**config.mk**
```make
export PLATFORM = sky130hd
export DESIGN_NAME = seg7_scan_ctrl
export DESIGN_NICKNAME = d
export VERILOG_FILES = /design/src/rtl/seg7_scan_ctrl.sv
export SDC_FILE = /design/constraint.sdc
export NUM_CORES = 1
export LEC_CHECK = 0
export ABC_AREA = 1
export CAP_MARGIN = 25
export CORE_MARGIN = 1.5
export CORE_UTILIZATION = 48
export CTS_BUF_LIST = sky130_fd_sc_hd__clkbuf_8
export DETAILED_ROUTE_END_ITERATION = 12
export GPL_ROUTABILITY_DRIVEN = 0
export MAX_ROUTING_LAYER = met4
export PLACE_DENSITY = 0.7
export RECOVER_POWER = 100
export SLEW_MARGIN = 15
export SYNTH_ARGS = -nofsm -noshare
export SYNTH_HDL_FRONTEND = slang
export SYNTH_SLANG_ARGS = --single-unit
```
**constraint.sdc**
```tcl
create_clock -name clk -period 2.7 [get_ports clk]
set_input_delay 0.54 -clock clk [delete_from_list [all_inputs] [get_ports clk]]
set_output_delay 0.54 -clock clk [all_outputs]
set_load 0.005 [all_outputs]
```
**src/rtl/seg7_scan_ctrl.sv**
```systemverilog
// Time-multiplexed N-digit seven-segment controller: common-anode digit selects,
// active-low segments, tear-free frame-aligned loads, leading-zero blanking, 16-level PWM.
module seg7_scan_ctrl #(
    parameter int NDIGITS = 4,
    parameter int DIV     = 1250
) (
    input  logic                   clk,
    input  logic                   rst,
    input  logic                   enable,
    input  logic [4*NDIGITS-1:0]   value,
    input  logic [NDIGITS-1:0]     dp,
    input  logic                   load,
    input  logic                   blank_lz,
    input  logic [3:0]             duty,
    output logic [NDIGITS-1:0]     digit_sel,
    output logic [7:0]             seg,
    output logic                   frame_done
);

    localparam int PW = (DIV > 1) ? $clog2(DIV) : 1;
    localparam int IW = (NDIGITS > 1) ? $clog2(NDIGITS) : 1;

    logic [PW-1:0]          pre;
    logic [3:0]             phase;
    logic [IW-1:0]          idx;
    logic [4*NDIGITS-1:0]   act_val, sh_val;
    logic [NDIGITS-1:0]     act_dp, sh_dp;
    logic                   pending;

    logic                   pre_tc, wrap, xfer;
    logic [NDIGITS-1:0]     sel_d;
    logic [7:0]             seg_d;
    logic [3:0]             nib;
    logic                   dp_bit, any_nz, blank, lit;

    function automatic logic [6:0] hex7(input logic [3:0] h);
        case (h)
            4'h0: hex7 = 7'h40;  4'h1: hex7 = 7'h79;
            4'h2: hex7 = 7'h24;  4'h3: hex7 = 7'h30;
            4'h4: hex7 = 7'h19;  4'h5: hex7 = 7'h12;
            4'h6: hex7 = 7'h02;  4'h7: hex7 = 7'h78;
            4'h8: hex7 = 7'h00;  4'h9: hex7 = 7'h10;
            4'hA: hex7 = 7'h08;  4'hB: hex7 = 7'h03;
            4'hC: hex7 = 7'h46;  4'hD: hex7 = 7'h21;
            4'hE: hex7 = 7'h06;  default: hex7 = 7'h0E;
        endcase
    endfunction

    assign pre_tc = (pre == PW'(DIV - 1));
    assign wrap   = enable && pre_tc && (phase == 4'hF) && (idx == IW'(NDIGITS - 1));
    // While disabled the display is dark, so pending data may be committed at once.
    assign xfer   = wrap || !enable;

    always_ff @(posedge clk or negedge rst) begin
        if (!rst) begin
            pre   <= '0;
            phase <= '0;
            idx   <= '0;
        end else if (!enable) begin
            pre   <= '0;
            phase <= '0;
            idx   <= '0;
        end else if (pre_tc) begin
            pre   <= '0;
            phase <= phase + 4'd1;
            if (phase == 4'hF)
                idx <= (idx == IW'(NDIGITS - 1)) ? '0 : idx + IW'(1);
        end else begin
            pre <= pre + PW'(1);
        end
    end

    always_ff @(posedge clk or negedge rst) begin
        if (!rst) begin
            act_val <= '0;
            act_dp  <= '0;
            sh_val  <= '0;
            sh_dp   <= '0;
            pending <= 1'b0;
        end else if (load) begin
            sh_val <= value;
            sh_dp  <= dp;
            if (xfer) begin
                act_val <= value;
                act_dp  <= dp;
                pending <= 1'b0;
            end else begin
                pending <= 1'b1;
            end
        end else if (xfer && pending) begin
            act_val <= sh_val;
            act_dp  <= sh_dp;
            pending <= 1'b0;
        end
    end

    always_comb begin
        sel_d  = '1;
        nib    = '0;
        dp_bit = 1'b0;
        any_nz = 1'b0;
        for (int unsigned i = 0; i < NDIGITS; i++) begin
            if (IW'(i) == idx) begin
                nib    = act_val[4*i +: 4];
                dp_bit = act_dp[i];
            end
            // Any non-zero nibble at or above the current digit keeps it visible.
            if ((IW'(i) >= idx) && (act_val[4*i +: 4] != 4'h0))
                any_nz = 1'b1;
        end
        blank = blank_lz && (idx != '0) && !any_nz;
        lit   = enable && (phase <= duty);
        seg_d = 8'hFF;
        if (lit) begin
            for (int unsigned i = 0; i < NDIGITS; i++)
                if (IW'(i) == idx)
                    sel_d[i] = 1'b0;
            seg_d = {~dp_bit, blank ? 7'h7F : hex7(nib)};
        end
    end

    always_ff @(posedge clk or negedge rst) begin
        if (!rst) begin
            digit_sel  <= '1;
            seg        <= 8'hFF;
            frame_done <= 1'b0;
        end else begin
            digit_sel  <= sel_d;
            seg        <= seg_d;
            frame_done <= wrap;
        end
    end

endmodule

```
---- Yosys cells after proc, flatten, opt, wreduce, memory -nomap -nowiden ----
Memories as Yosys holds them, arrays and structs flattened.
Cells that the tools add are included.
storage, ports and cells
  latch bits .............................. 0
  memories ................................ 1
  register bits ........................... 71
  RAM bits ................................ 0
  logic and storage cells ................. 89
  output and inout bits ................... 13
  memory bits (read-only) ................. 112
  bits of input ports ..................... 29
memory list
  memory            depth  width  read ports  clocked after Yosys merged registers in  write ports  RTL line  source
  (name not given)  16     7      1           0                                        0            37        case (h)
cells by class
  multiplexer cells ....................... 36
  bitwise gates (word level) .............. 1
  shifts and indexed selects .............. 0
  equal/unequal tests ..................... 9
  reduce and logical (&&, ||, !) cells .... 23
  div/mod/pow operators ................... 0
  $add $sub $neg .......................... 3
  $mul .................................... 0
  magnitude comparators ................... 5
operator list
  kind                                                                  count
  16-bit 2-to-1 mux                                                     3
  4-bit 2-to-1 mux                                                      10
  11-bit 2-to-1 mux                                                     2
  4-bit nonzero test                                                    4
  1-bit 2-to-1 mux                                                      15
  11-bit by 1-bit adder with 11-bit output, second input constant       1
  11-bit equality test, second input constant                           1
  1-bit logical AND                                                     11
  2-bit 2-to-1 mux                                                      4
  8-bit 2-to-1 mux                                                      1
  7-bit 2-to-1 mux                                                      1
  2-bit by 1-bit != test with 1-bit output, second input constant       3
  4-bit by 1-bit adder with 4-bit output, second input constant         1
  2-bit equality test, first input constant                             2
  4-bit equality test, second input constant                            1
  1-bit by 2-bit >= comparator with 1-bit output, first input constant  2
  2-bit >= comparator, first input constant                             2
  4-bit <= comparator                                                   1
  2-bit AND reduction                                                   2
  2-bit nonzero test                                                    2
  2-bit by 1-bit adder with 2-bit output, second input constant         1
  1-bit by 2-bit equality test with 1-bit output, first input constant  1
  2-bit equality test, second input constant                            1
  1-bit zero test                                                       2
  other kinds (3)                                                       3

---- Logic depth before layout (Yosys ltp) ----
  depth after elaboration ................. 10
  gate-level depth with buffers ........... 14
  gate-level depth less buffers ........... 14

---- Least setup slack after synthesis ----
Ideal clock, no wire load.
  path type ............................... register -> register
  from .................................... reg idx[1]
  to ...................................... reg seg[1]
  required time ........................... 2.622 ns
  arrival ................................. 1.827 ns
  buffers on the path ..................... 1
  clock period less this slack ............ 1.905 ns
  path slack .............................. 0.795 ns
  cell stages (with the launch flop) ...... 15
  library setup time ...................... 0.078 ns
  cells stage by stage .................... dfrtp_1 > inv_1 > ha_1 > clkbuf_2 > nor2_1 > nand2_1 > nand3_1 > nand2_1 > nand2_1 > inv_1 > ha_1 > nand2_1 > nor2_1 > nor2_1 > nand2_1
on the way
  cells in the longest elaborated chain, start to end .. 10
  elaborated cells on any way between the ends .. 27
  those cells by class .................... order compare (4); eq/ne (3); mux (10); reduce/logical (9); memory (1)
RTL lines
  what                                                       RTL line  source
  start: declaration                                         25        logic [IW-1:0] idx;
  start signal: assignment                                   67        idx <= (idx == IW'(NDIGITS - 1)) ? '0 : idx + IW'(1);
  branches (longest 8 deep; another with memory 16 x 7 bit)  -
  7-bit 2-to-1 mux (*)                                       118       seg_d = {~dp_bit, blank ? 7'h7F : hex7(nib)};
  8-bit 2-to-1 mux (*)                                       114       if (lit) begin
  via seg_d[1]                                               32        logic [7:0] seg_d;
  end signal: assignment                                     129       seg <= seg_d;
  end: declaration                                           16        output logic [7:0] seg,
Mark *: on every way through the listed nets, which the timed path passes.
A chain may end at the register's enable or synchronous reset.

---- Worst setup path after layout ----
  from .................................... in enable
  to ...................................... reg act_dp[2]
on the way
  cells in the longest elaborated chain, start to end .. 7
  elaborated cells on any way between the ends .. 9
  those cells by class .................... eq/ne (1); reduce/logical (8)
RTL lines
  what                                      RTL line  source
  start: declaration                        9         input logic enable,
  1-bit logical AND (3 in a row)            50        assign wrap = enable && pre_tc && (phase == 4'hF) && (idx == IW'(NDIGITS - 1));
  1-bit logical OR (*)                      52        assign xfer = wrap || !enable;
  1-bit logical AND                         90        end else if (xfer && pending) begin
  2-bit nonzero test (no source line)       -
  2-bit AND reduction (no source line) (*)  -
  end signal: assignment                    85        act_dp <= dp;
  end signal: assignment                    92        act_dp <= sh_dp;
  end: declaration                          27        logic [NDIGITS-1:0] act_dp, sh_dp;
Mark *: on every way between the ends. The rest lies on a longest branch, timed or not.

==> flow_metrics.py <==
metrics = {
    "synthesis": {
        "yosys.area_share.simple": 0.309,
        "ys_top_cells_by_area": "dfrtp_1, nand2_1, dfstp_2, ha_1, nand3_1",
        "synthDistinctLibCells": 31,
        "async_flop_share": 1.00,
        "yosysTopAreaCell": "dfrtp_1",
        "syn_area_mm2": 0.00356,
        "postSynthAreaPerCell_um2": 8.25,
        "synth_flop_cell": "dfrtp_1",
        "synth_top_area_share": 0.415,
        "synthCells": 431,
        "synth_top_family_by_area": "simple AND/OR/NAND/NOR gates",
        "synth_fa_ha_area_frac": 0.0668,
        "yosysWarnings": 0,
        "synth_xor_area_frac": 0.00739,
        "synth_common_cells": "nand2_1, dfrtp_1, nand3_1, inv_1, nor2_1",
        "synth_edf_count": 0,
        "synth_compound_area_frac": 0.0454,
        "synth_nets": 479,
        "synth_most_common_cell": "nand2_1",
        "synthMuxAreaShare": 0,
        "synth-seq-cells": 71,
        "seq_area_frac_synth": 0.504,
    },
    "timing": {
        "relSlewSlack": -0.160,
        "setup_ws_ns": 0.368,
        "fmax_mhz": 429,
        "drv_slew": 33,
        "min_period_over_period": 0.864,
        "finalHoldViolCount": 0,
        "rsz0062_at_grt": "no",
        "tns_ns": 0,
        "fin_skew_ns": 0.00774,
        "setup_viol": 0,
        "min_period_ns": 2.33,
        "worstMarginPinSlew_ns": 1.74,
    },
    "floorplanning": {
        "core_mm2": 0.00721,
        "ioPinCount": 42,
        "fp.dieH_um": 89.1,
        "start_util": 0.493,
        "die_area_mm2": 0.00794,
        "fp.dieW_um": 89.1,
        "num_rows": 31,
    },
    "route": {
        "routed_via_density": 4.83,
        "drtIter0Drc": 91,
        "dr.max_layer_used": "met4",
        "routed-wl-met2_um": 3150,
        "avgRoutedWirePerCell_um": 11.8,
        "remaining_drc_errors": 0,
        "drtAntennaViolNets": 0,
        "dr.pass1.iters": 5,
        "wl_met1_um": 3350,
        "routed_wl_um": 6840,
        "via_count": 2798,
        "route.met3.wl_um": 245,
    },
    "power": {
        "pwr-share-comb": 0.142,
        "ir_drop_mv": 0.329,
        "power_density_mw_per_mm2": 594,
        "intPower_w": 0.00186,
        "switching_share": 0.263,
        "clkPwrFrac": 0.375,
        "p_seq_frac": 0.482,
        "total_leakage_power_nw": 2.09,
        "p_switching_w": 0.000665,
    },
    "global_route": {
        "overflow": 0,
        "grt_pass1_wl_um": 11900,
        "grt_max_degree": 40,
        "gr-usage-all-layers": 0.203,
        "antenna_found_initial": 0,
        "grt_pass1_vias": 2706,
    },
    "clock_tree": {
        "ctsLongestPathBuffers": 2,
        "clk_pin_slew_worst_paths_ns": 0.08,
        "hold_buffers": 0,
        "cts.sink_count": 71,
        "insertion_delay_ns": 0.35,
        "numCtsBuffers": 9,
        "h-tree-depth": 3,
        "cts_tree": "built",
        "postCtsSetupBuffers": 0,
        "root_buffer": "clkbuf_8",
        "cts_resized": 0,
    },
    "critical_path": {
        "start_kind": "primary input",
        "worstPathRequired_ns": 2.99,
        "crit_path_end_kind": "flip-flop",
        "crit_top_cell": "nand2_1",
        "cp_slowest_cell": "dlygate4sd3_1",
        "path_cells": "dlygate4sd3_1, clkbuf_1, nand2_4, nand2_1, nand2_1, nand2_1",
        "cp.arrival_ns": 2.62,
        "critPathKind": "in2reg",
        "path_max_fanout": 22,
        "slowest_delay_ns": 0.62,
    },
    "flow_run": {
        "drv_cap": 1,
    },
    "run_status": {
        "outcome": "finished, violations left",
        "violations": "max-capacitance violations, max-slew violations",
    },
    "finish": {
        "syn_to_final_growth_pct": 19.5,
        "nets": 523,
        "antenna_cells": 0,
        "drive_above_1_share": 0.0854,
    },
    "placement": {
        "dp_slack_ns": 0.517,
        "io_buffers": 41,
        "dp_hpwl_um": 4990,
    },
    "worst_hold_path": {
        "hold_path.class": "reg2reg",
    },
}
## cell type report
type                       count  area, um2
clock buffer                  10        138
clock inverter                 6       85.1
fill                         658       2960
inverter                      40        150
multi-input combinational    306       1510
sequential                    71       1790
tap                           99        124
timing repair buffer          47        450
## stage by stage
| stage | cell area (um2) | hold slack, ns | total power, W | util | instances |
|---|---|---|---|---|---|
| 2_1_floorplan | 3560 | 0.244 | 0.00145 | - | 431 |
| 3_3_place_gp | 4050 | 0.439 | 0.00160 | 0.562 | 563 |
| 3_5_place_dp | 4050 | 0.434 | 0.00161 | 0.562 | 563 |
| 4_1_cts | 4280 | 0.275 | 0.00256 | 0.593 | 579 |
| 5_1_grt | 4250 | 0.493 | 0.00265 | 0.589 | 579 |
| 6_report | 4250 | 0.447 | 0.00253 | 0.589 | 579 |
## critical path, delay by kind of cell
family / cells / cell delay (ns)
buffers and inverters: 2 / 1.06
and+or+nand+nor: 4 / 1.00
## layer usage
layer,GRT usage,up-vias
met5,-,-
met4,0.0643,0
met3,0.0499,9
met1,0.256,1290
li1,-,1452
met2,0.325,47
## logic make-up (layout without fill, tap and decap cells)
group | count (synthesis) | after routing
buf+inv | 54 | 103
simple gates | 254 | 254
fa+ha+maj | 19 | 19
compound gates | 30 | 30
xor+xnor | 3 | 3
flops | 71 | 71
## power groups by stage
stage	combinational (W)	clock [W]	sequential, W
6_report	0.000360	0.000948	0.00122
3_5_place_dp	0.000374	0	0.00124
4_1_cts	0.000376	0.000967	0.00122
2_1_floorplan	0.000223	0	0.00123
3_3_place_gp	0.000367	0	0.00124
5_1_grt	0.000415	0.00101	0.00123
## cell usage in the layout, fill, tap and decap left out, drive strengths merged, types with 4 or more instances in the layout
master | netlist | layout
nand2 | 164 | 164
clkbuf | 6 | 14
nand3 | 49 | 49
clkdlybuf4s50 | 0 | 24
ha | 19 | 19
inv | 39 | 40
a21oi | 15 | 15
dfstp | 12 | 12
nor2 | 31 | 31
dlygate4sd3 | 0 | 16
o21ai | 10 | 10
dfrtp | 59 | 59
nor3 | 4 | 4
## path summary, 6_finish.rpt
path / from / end / slack (ns) / cells past startpoint
min in group asynchronous: rst / sh_val[6] / 0.65 / 1
min reg2reg: act_dp[3] / seg[7] / 0.45 / 1
max in group asynchronous: rst / seg[7] / 1.04 / 2
min: act_dp[3] / seg[7] / 0.45 / 1
max: enable / act_dp[2] / 0.37 / 6
max reg2reg: idx[0] / act_dp[2] / 0.45 / 7
## sequential cells by signal (all words and copies together) (netlist names), 2 cells and up
signal,flops
phase,4
sh_dp,4
sh_val,16
pre,11
seg,8
act_dp,4
act_val,16
idx,2
digit_sel,4
(Power assumes the default switching activity.)
